### config.mk
export PLATFORM = sky130hd
export DESIGN_NAME = ascon_permutation
export DESIGN_NICKNAME = d
export VERILOG_FILES = /design/src/rtl/ascon_permutation.sv
export SDC_FILE = /design/constraint.sdc
export NUM_CORES = 2
export LEC_CHECK = 0
export ABC_CLOCK_PERIOD_IN_PS = 10300
export BUFFER_PORTS_ARGS = -buffer_cell sky130_fd_sc_hd__buf_2
export CORE_ASPECT_RATIO = 1.4
export CORE_MARGIN = 5
export CORE_UTILIZATION = 63
export DETAILED_ROUTE_END_ITERATION = 8
export GPL_TIMING_DRIVEN = 1
export PLACE_DENSITY = 0.87
export SLEW_MARGIN = 10
export SYNTH_ARGS = -nofsm -noshare
export SYNTH_HDL_FRONTEND = slang
export SYNTH_SLANG_ARGS = --single-unit
export TNS_END_PERCENT = 100
### constraint.sdc
create_clock -name clk -period 10.3 [get_ports clk]
set_input_delay 1.545 -clock clk [delete_from_list [all_inputs] [get_ports clk]]
set_output_delay 1.545 -clock clk [all_outputs]
set_load 0.02 [all_outputs]
### src/rtl/ascon_permutation.sv
// Iterative Ascon permutation: one round per clock, 1..MAX_ROUNDS rounds (MAX_ROUNDS <= 16).
// Define ASCON_PERM_BUSY_OUT_EN to add a busy output that is high while a permutation runs.
module ascon_permutation #(
    parameter int MAX_ROUNDS = 12
) (
    input  logic         clk,
    input  logic         reset,
    input  logic         start,
    input  logic [4:0]   rounds,
    input  logic [319:0] S,
    output logic [319:0] out,
    output logic         done,
    output logic [4:0]   ctr
`ifdef ASCON_PERM_BUSY_OUT_EN
    ,
    output logic         busy
`endif
);

    typedef enum logic {IDLE = 1'b0, RUN = 1'b1} state_e;

    state_e         state_q, state_d;
    logic [319:0]   x_q, x_d;
    logic [319:0]   out_q, out_d;
    logic           done_q, done_d;
    logic [4:0]     ctr_q, ctr_d;
    logic [4:0]     n_q, n_d;

    logic [4:0]     rounds_eff_s;
    logic [319:0]   round_src_s;
    logic [4:0]     round_i_s;
    logic [4:0]     round_n_s;
    logic [3:0]     rc_idx_s;
    logic [319:0]   round_out_s;

    function automatic logic [63:0] ror64(input logic [63:0] v, input int unsigned r);
        return (v >> r) | (v << (64 - r));
    endfunction

    function automatic logic [319:0] ascon_round(input logic [319:0] s, input logic [7:0] c);
        logic [63:0] x0, x1, x2, x3, x4;
        logic [63:0] t0, t1, t2, t3, t4;
        x0 = s[319:256];
        x1 = s[255:192];
        x2 = s[191:128] ^ {56'd0, c};
        x3 = s[127:64];
        x4 = s[63:0];
        // Bit-sliced form of the 5-bit S-box, x0 being the MSB of each column
        x0 = x0 ^ x4;
        x4 = x4 ^ x3;
        x2 = x2 ^ x1;
        t0 = ~x0 & x1;
        t1 = ~x1 & x2;
        t2 = ~x2 & x3;
        t3 = ~x3 & x4;
        t4 = ~x4 & x0;
        x0 = x0 ^ t1;
        x1 = x1 ^ t2;
        x2 = x2 ^ t3;
        x3 = x3 ^ t4;
        x4 = x4 ^ t0;
        x1 = x1 ^ x0;
        x0 = x0 ^ x4;
        x3 = x3 ^ x2;
        x2 = ~x2;
        x0 = x0 ^ ror64(x0, 19) ^ ror64(x0, 28);
        x1 = x1 ^ ror64(x1, 61) ^ ror64(x1, 39);
        x2 = x2 ^ ror64(x2, 1)  ^ ror64(x2, 6);
        x3 = x3 ^ ror64(x3, 10) ^ ror64(x3, 17);
        x4 = x4 ^ ror64(x4, 7)  ^ ror64(x4, 41);
        return {x0, x1, x2, x3, x4};
    endfunction

    // Round datapath: the start round works on S, later rounds on the held state
    always_comb begin
        if ((rounds == 5'd0) || (int'(rounds) > MAX_ROUNDS)) begin
            rounds_eff_s = 5'(MAX_ROUNDS);
        end else begin
            rounds_eff_s = rounds;
        end
        if (state_q == RUN) begin
            round_src_s = x_q;
            round_i_s   = ctr_q;
            round_n_s   = n_q;
        end else begin
            round_src_s = S;
            round_i_s   = 5'd0;
            round_n_s   = rounds_eff_s;
        end
        // Constant table entry k is {F-k, k}
        rc_idx_s    = 4'(round_i_s + 5'(MAX_ROUNDS) - round_n_s);
        round_out_s = ascon_round(round_src_s, {4'hF - rc_idx_s, rc_idx_s});
    end

    // Next-state logic; a set done_q marks the result cycle in which start is ignored
    always_comb begin
        state_d = state_q;
        x_d     = x_q;
        out_d   = out_q;
        done_d  = 1'b0;
        ctr_d   = ctr_q;
        n_d     = n_q;
        case (state_q)
            IDLE: begin
                if (start && !done_q) begin
                    n_d   = rounds_eff_s;
                    x_d   = round_out_s;
                    ctr_d = 5'd1;
                    if (rounds_eff_s == 5'd1) begin
                        out_d   = round_out_s;
                        done_d  = 1'b1;
                        state_d = IDLE;
                    end else begin
                        state_d = RUN;
                    end
                end else begin
                    ctr_d = 5'd0;
                end
            end
            RUN: begin
                x_d   = round_out_s;
                ctr_d = ctr_q + 5'd1;
                if ((ctr_q + 5'd1) == n_q) begin
                    out_d   = round_out_s;
                    done_d  = 1'b1;
                    state_d = IDLE;
                end else begin
                    state_d = RUN;
                end
            end
            default: begin
                state_d = IDLE;
                ctr_d   = 5'd0;
            end
        endcase
    end

    // State registers with synchronous active-low reset
    always_ff @(posedge clk) begin
        if (!reset) begin
            state_q <= IDLE;
            x_q     <= 320'd0;
            out_q   <= 320'd0;
            done_q  <= 1'b0;
            ctr_q   <= 5'd0;
            n_q     <= 5'd0;
        end else begin
            state_q <= state_d;
            x_q     <= x_d;
            out_q   <= out_d;
            done_q  <= done_d;
            ctr_q   <= ctr_d;
            n_q     <= n_d;
        end
    end

    assign out  = out_q;
    assign done = done_q;
    assign ctr  = ctr_q;
`ifdef ASCON_PERM_BUSY_OUT_EN
    assign busy = (state_q == RUN);
`endif

endmodule

# After elaboration in Yosys (flattened, before gate mapping)
# Cells that the tools add are included.
# classes
add_sub_neg	4
order_cmp	1
eq_ne	5
muxes	20
n_bitwise	44
n_reduce_logical	6
# ops
operator	n
2-to-1 mux 320 bit	5
XOR 64 bit	21
case mux 320 bit (2 select lines)	2
NOT 64 bit	6
AND 64 bit	5
bitwise OR 23 x 64 -> 64 bit	1
bitwise OR 25 x 64 -> 64 bit	1
bitwise OR 3 x 64 -> 64 bit	1
bitwise OR 36 x 64 -> 64 bit	1
bitwise OR 45 x 64 -> 64 bit	1
bitwise OR 47 x 64 -> 64 bit	1
bitwise OR 54 x 64 -> 64 bit	1
bitwise OR 57 x 64 -> 64 bit	1
bitwise OR 58 x 64 -> 64 bit	1
bitwise OR 63 x 64 -> 64 bit	1
XOR 64 x 8 -> 64 bit	1
case mux 5 bit (2 select lines)	1
2-to-1 mux 4 bit	2
2-to-1 mux 1 bit	7
adder 5 x 1 -> 5 bit, second input constant	1
equality test 5 x 1 -> 1 bit, second input constant	1
equality test 5 bit	1
greater-than comparator 5 x 4 -> 1 bit, second input constant	1
logical NOT 5 bit	1
other kinds (13)	15
# word_totals
reg_bits	652
inputBits	328
out_inout_bits	326
word_cells	86

# Logic depth before layout (Yosys ltp)
# logic_depth
word_depth	18
depth_mapped	23
depth_no_buf	20

# Least setup slack after synthesis
# No wires, ideal clock.
# synth_path
kind	in2reg
from	in rounds[0]
to	reg x_q[125]
setup_ps	116
t_arrival_ps	5234
required_time_ps	10184
path_slack_ps	4950
cell_stages	19
n_path_buf	0
cell_sequence	or3_1 > o21ai_0 > nor2_1 > and2_1 > mux2i_1 > ha_1 > ha_1 > inv_1 > fa_1 > xnor2_1 > xor2_1 > xnor2_1 > ha_1 > xnor2_1 > xor2_1 > xnor2_1 > xnor2_1 > nand2_1 > o211a_1
# synth_between
elab_chain_len	15
elab_cells_between_ends	16
classes_between	add/sub (2); order compare (1); mux (4); bitwise (7); reduce/logical (2)
# synth_rtl
element	line	source
start: declaration	9	input logic [4:0] rounds,
greater-than comparator 5 x 4 -> 1 bit or logical NOT 5 bit (tied branches)	76	if ((rounds == 5'd0) || (int'(rounds) > MAX_ROUNDS)) begin
logical OR 1 bit	76	
2-to-1 mux 5 bit *	76	
2-to-1 mux 4 bit *	81	if (state_q == RUN) begin
subtractor 4 bit *	91	rc_idx_s = 4'(round_i_s + 5'(MAX_ROUNDS) - round_n_s);
subtractor 4 bit *	92	round_out_s = ascon_round(round_src_s, {4'hF - rc_idx_s, rc_idx_s});
XOR 64 x 8 -> 64 bit *	45	x2 = s[191:128] ^ {56'd0, c};
XOR 64 bit *	51	x2 = x2 ^ x1;
XOR 64 bit *	59	x2 = x2 ^ t3;
XOR 64 bit *	64	x3 = x3 ^ x2;
bitwise OR 54 x 64 -> 64 bit *	37	return (v >> r) | (v << (64 - r));
XOR 64 bit * (2 in series)	69	x3 = x3 ^ ror64(x3, 10) ^ ror64(x3, 17);
2-to-1 mux 320 bit	105	if (start && !done_q) begin
case mux 320 bit (2 select lines) *	103	case (state_q)
end signal: assignment	142	x_q <= 320'd0;
end signal: assignment	149	x_q <= x_d;
end: declaration	23	logic [319:0] x_q, x_d;
# Every way passes the cells marked *; elsewhere a longest branch is shown, timed or not. The select of a mux whose other input is x is not followed.
# A chain may end at the register's enable or synchronous reset.

# Final worst setup path
# layout_path
from	in rounds[0]
to	reg out_q[125] (netlist: out[125])
# layout_between
elab_chain_len	16
elab_cells_between_ends	21
classes_between	add/sub (2); order compare (1); eq/ne (2); mux (6); bitwise (7); reduce/logical (3)
# layout_rtl
element	line	source
greater-than comparator 5 x 4 -> 1 bit or logical NOT 5 bit (tied branches)	76	
logical OR 1 bit	76	
2-to-1 mux 5 bit *	76	
2-to-1 mux 4 bit	81	
subtractor 4 bit	91	
subtractor 4 bit	92	
XOR 64 x 8 -> 64 bit	45	
XOR 64 bit	51	
XOR 64 bit	59	
XOR 64 bit	64	
bitwise OR 54 x 64 -> 64 bit	37	
XOR 64 bit (2 in series)	69	
2-to-1 mux 320 bit	109	if (rounds_eff_s == 5'd1) begin
2-to-1 mux 320 bit	105	
case mux 320 bit (2 select lines)	103	
end signal: assignment	150	out_q <= out_d;
end: declaration	24	logic [319:0] out_q, out_d;
# Marks and branches as above.

==> flow_summary_export.csv <==
group,metric,value,unit
clock_tree,clk_latency,0.66,ns
synthesis,synth_top_family_by_area,"XOR/XNOR gates",
clock_tree,cts_tree,"done",
synthesis,yosys_warnings,0,
synthesis,syn_nets,4903,
detailed_routing,postRouteAntennaNets,0,
synthesis,syn-cell-area,42900,sq um
clock_tree,cts_max_level,3,
setup_path,r2r_slack,4.72,ns
timing,slew_violations,0,
run_status,status,"completed",
setup_path,critPathRequiredTime,10.84,ns
setup_path,r2r_cells,10,
power_and_ir_drop,power_density,448,nW/um^2
floorplanning,io_pins,654,
placed_design,globalplace.congestion,1.11,
detailed_routing,drt_first_iter_violations,5633,
synthesis,synthMuxAreaShare,11.0,%
synthesis,synth-xor-area-share,27.4,%
setup_path,critical_path_class,"input port to register",
clock_tree,ctsHoldBuffers,0,
synthesis,synth.area.top_cells,"dfxtp_1, xnor2_1, nand2_1, mux2i_1, o211a_1",
power_and_ir_drop,irDropWorstVdd,0.219,mV
worst_hold_path,hold_depth,2,
floorplanning,std_cell_rows,113,
worst_hold_path,holdPathEnd,"out[279]",
cells_and_area,final_core_util,72.1,%
cells_and_area,syn_to_final_growth,14.0,%
setup_path,cp_cell_sequence,"buf_2, or3_1, o21ai_0, nor2_1, and2_1, mux2i_1, ha_1, ha_1, inv_1, fa_1, xnor2_1, xor2_1, xnor2_1, ha_1, xnor2_1, xor2_1, xnor2_1, xnor2_1, nand2_1, o211a_1",
cells_and_area,layout_commonest_cell,"nand2_1",
setup_path,path_max_fanout,5,
timing,rsz0062_at_grt,"false",
timing,slew_headroom,6.68,%
synthesis,synth_fa_ha_area_share,5.42,%
run,drv_cap,0,
floorplanning,die_y,319,um
detailed_routing,vias,37700,
power_and_ir_drop,p_sw_share,51.9,%
timing,setup_viol,0,
synthesis,synth_top_area_cell,"dfxtp_1",
timing,whs,0.455,ns
cells_and_area,layout.nets,5417,
synthesis,synth-simple-area-share,9.53,%
setup_path,cp_common_cell,"xnor2_1",
detailed_routing,drc,0,
setup_path,timing.rr.start,"state_q",
cells_and_area,drive_above_1_share,20.3,%
cells_and_area,layout_common_cells,"nand2_1, xnor2_1, buf_2",
synthesis,seq_area_frac_synth,30.5,%
timing,max_freq,167,MHz
synthesis,synth_top_area_share,30.5,%
timing,finClkSkew,0.0304,ns
clock_tree,ctsResizeCount,0,
synthesis,synth_cell_types,44,
synthesis,synth_area_per_cell,9.65,sq um
synthesis,ys_seq_elements,652,
global_routing,grt_pass1_vias,35200,
setup_path,worst_path_max_delay_cell,"xnor2_1",
synthesis,synth_compound_area_share,12.8,%
setup_path,cp-start-kind,"input port",
global_routing,overflow,0,
power_and_ir_drop,clkPwrFrac,12.3,%
worst_hold_path,hold_path_class,"register to register",
floorplanning,core,67700,sq um
clock_tree,post_cts_buffers,0,
clock_tree,clockBufferDepth,3,
timing,min_period,5.98,ns
power_and_ir_drop,p_total,21900,uW
timing,post-route-period-util,58.0,%
timing,setup_slack,4.32,ns
global_routing,grt_pass1_wl,260000,um
setup_path,arrival,6.52,ns
placed_design,dp_hpwl,151000,um
power_and_ir_drop,pwr-share-seq,16.8,%
setup_path,endpoint_kind,"register",
floorplanning,fp.dieArea,73400,sq um
timing,finalSetupTns,0,ns
power_and_ir_drop,pwr-share-comb,70.8,%
clock_tree,clock-sinks,652,
clock_tree,path_clk_slew,0.07,ns
global_routing,grt_max_degree,215,
setup_path,worst_path_largest_cell_delay,0.73,ns
detailed_routing,wl_per_cell,32.4,um
power_and_ir_drop,switchingPower,11400,uW
placed_design,port_buffers,653,
floorplanning,start_util,63.3,%
power_and_ir_drop,power_leakage,0.0235,uW
timing,hold_viol,0,
detailed_routing,first_pass_iters,6,
global_routing,grtUsageTotal,49.5,%
clock_tree,cts_root_buf,"clkbuf_16",
setup_path,r2r_end,"x_q[74]",
clock_tree,cts_buffers,67,
power_and_ir_drop,p_int,10500,uW
detailed_routing,drt_wl_total,191000,um
worst_hold_path,hp-start,"out[279]",
timing,worst-slew-pin-transition,1.39,ns
floorplanning,die_width,230,um
placed_design,pre_cts_slack,3.81,ns
synthesis,syn_inst,4441,
detailed_routing,via_per_inst,6.39,
global_routing,antenna_found_initial,35,
power groups by stage:
stage / clock network, uW / registers (uW) / logic, uW
2_1_floorplan: 0 / 3670 / 9150
3_5_place_dp: 0 / 3680 / 14700
6_report: 2700 / 3680 / 15500
4_1_cts: 2680 / 3640 / 14800
3_3_place_gp: 0 / 3660 / 14600
5_1_grt: 2790 / 3700 / 15600
synthesized netlist by cell type, drive strengths merged:
library cell,number
o211ai,1
xor3,15
or4,1
and2,2
xnor2,747
a22oi,1
ha,133
dfxtp,652
and3,2
o21a,1
inv,47
a21boi,259
nor3b,1
or2,1
nand2b,16
nor3,1
buf,94
mux2i,301
or3,1
o211a,256
maj3,64
clkbuf,164
nand2,844
xor2,233
fa,1
nand3,90
nor2,65
xnor3,113
nor2b,9
a21oi,44
mux2,135
nor4,1
o21ai,146
sequential cells by signal (all words and copies together), names as in the netlist:
signal   count
ctr          5
done         1
out        320
state_q      1
x_q        320
n_q          5
how the worst max path moves through the flow:
stage / end / startpoint / slack [ns] / cells after the start
finish: out[125] / rounds[0] / 4.32 / 20
detailed placement: out[125] / rounds[0] / 3.81 / 20
CTS: out[125] / rounds[0] / 4.42 / 20
global route: out[125] / rounds[0] / 4.11 / 20
floorplan: x_q[125] / rounds[0] / 4.95 / 19
global placement: x_q[125] / rounds[0] / 3.95 / 20
logic make-up (layout without fill, tap and decap cells):
logic type	count (synthesis)	after routing
other	0	30
AND/OR/NAND/NOR	1034	1034
buffers and inverters	305	869
XOR/XNOR	1108	1108
adder cells (fa/ha/maj)	198	198
flip-flops	652	652
multiplexers	436	436
AO/OA/AOI/OAI	708	708
worst max-delay path: cells and delay by family:
family,cells,cell delay [ns]
xor+xnor,7,2.42
compound gates,2,0.37
simple gates,4,0.82
fa+ha+maj,4,1.05
buf+inv,2,0.17
mux,1,0.15
cell type report:
cell class,instances,area (sq um)
multi-input combinational,3484,28400
inverter,47,176
fill,5058,18900
clock buffer,87,1940
antenna,30,75.1
timing repair buffer,703,3740
sequential,652,13100
tap,862,1080
clock inverter,32,425
metal layers:
| metal | vias up | track usage [%] | share of wire, % |
|---|---|---|---|
| met4 | 12 | 42.0 | 11 |
| met1 | 17900 | 60.7 | 35 |
| li1 | 16100 | - | - |
| met5 | - | 0 | 0.035 |
| met2 | 2924 | 72.8 | 42 |
| met3 | 762 | 12.1 | 12 |
per-stage QoR:
stage               instances  cell area (sq um)
floorplan                4441              42900
finish                   5897              48900
global route             5894              48900
global placement         5748              46400
CTS                      5867              48800
detailed placement       5748              46400
No activity file was read; power rests on OpenSTA's default activity.
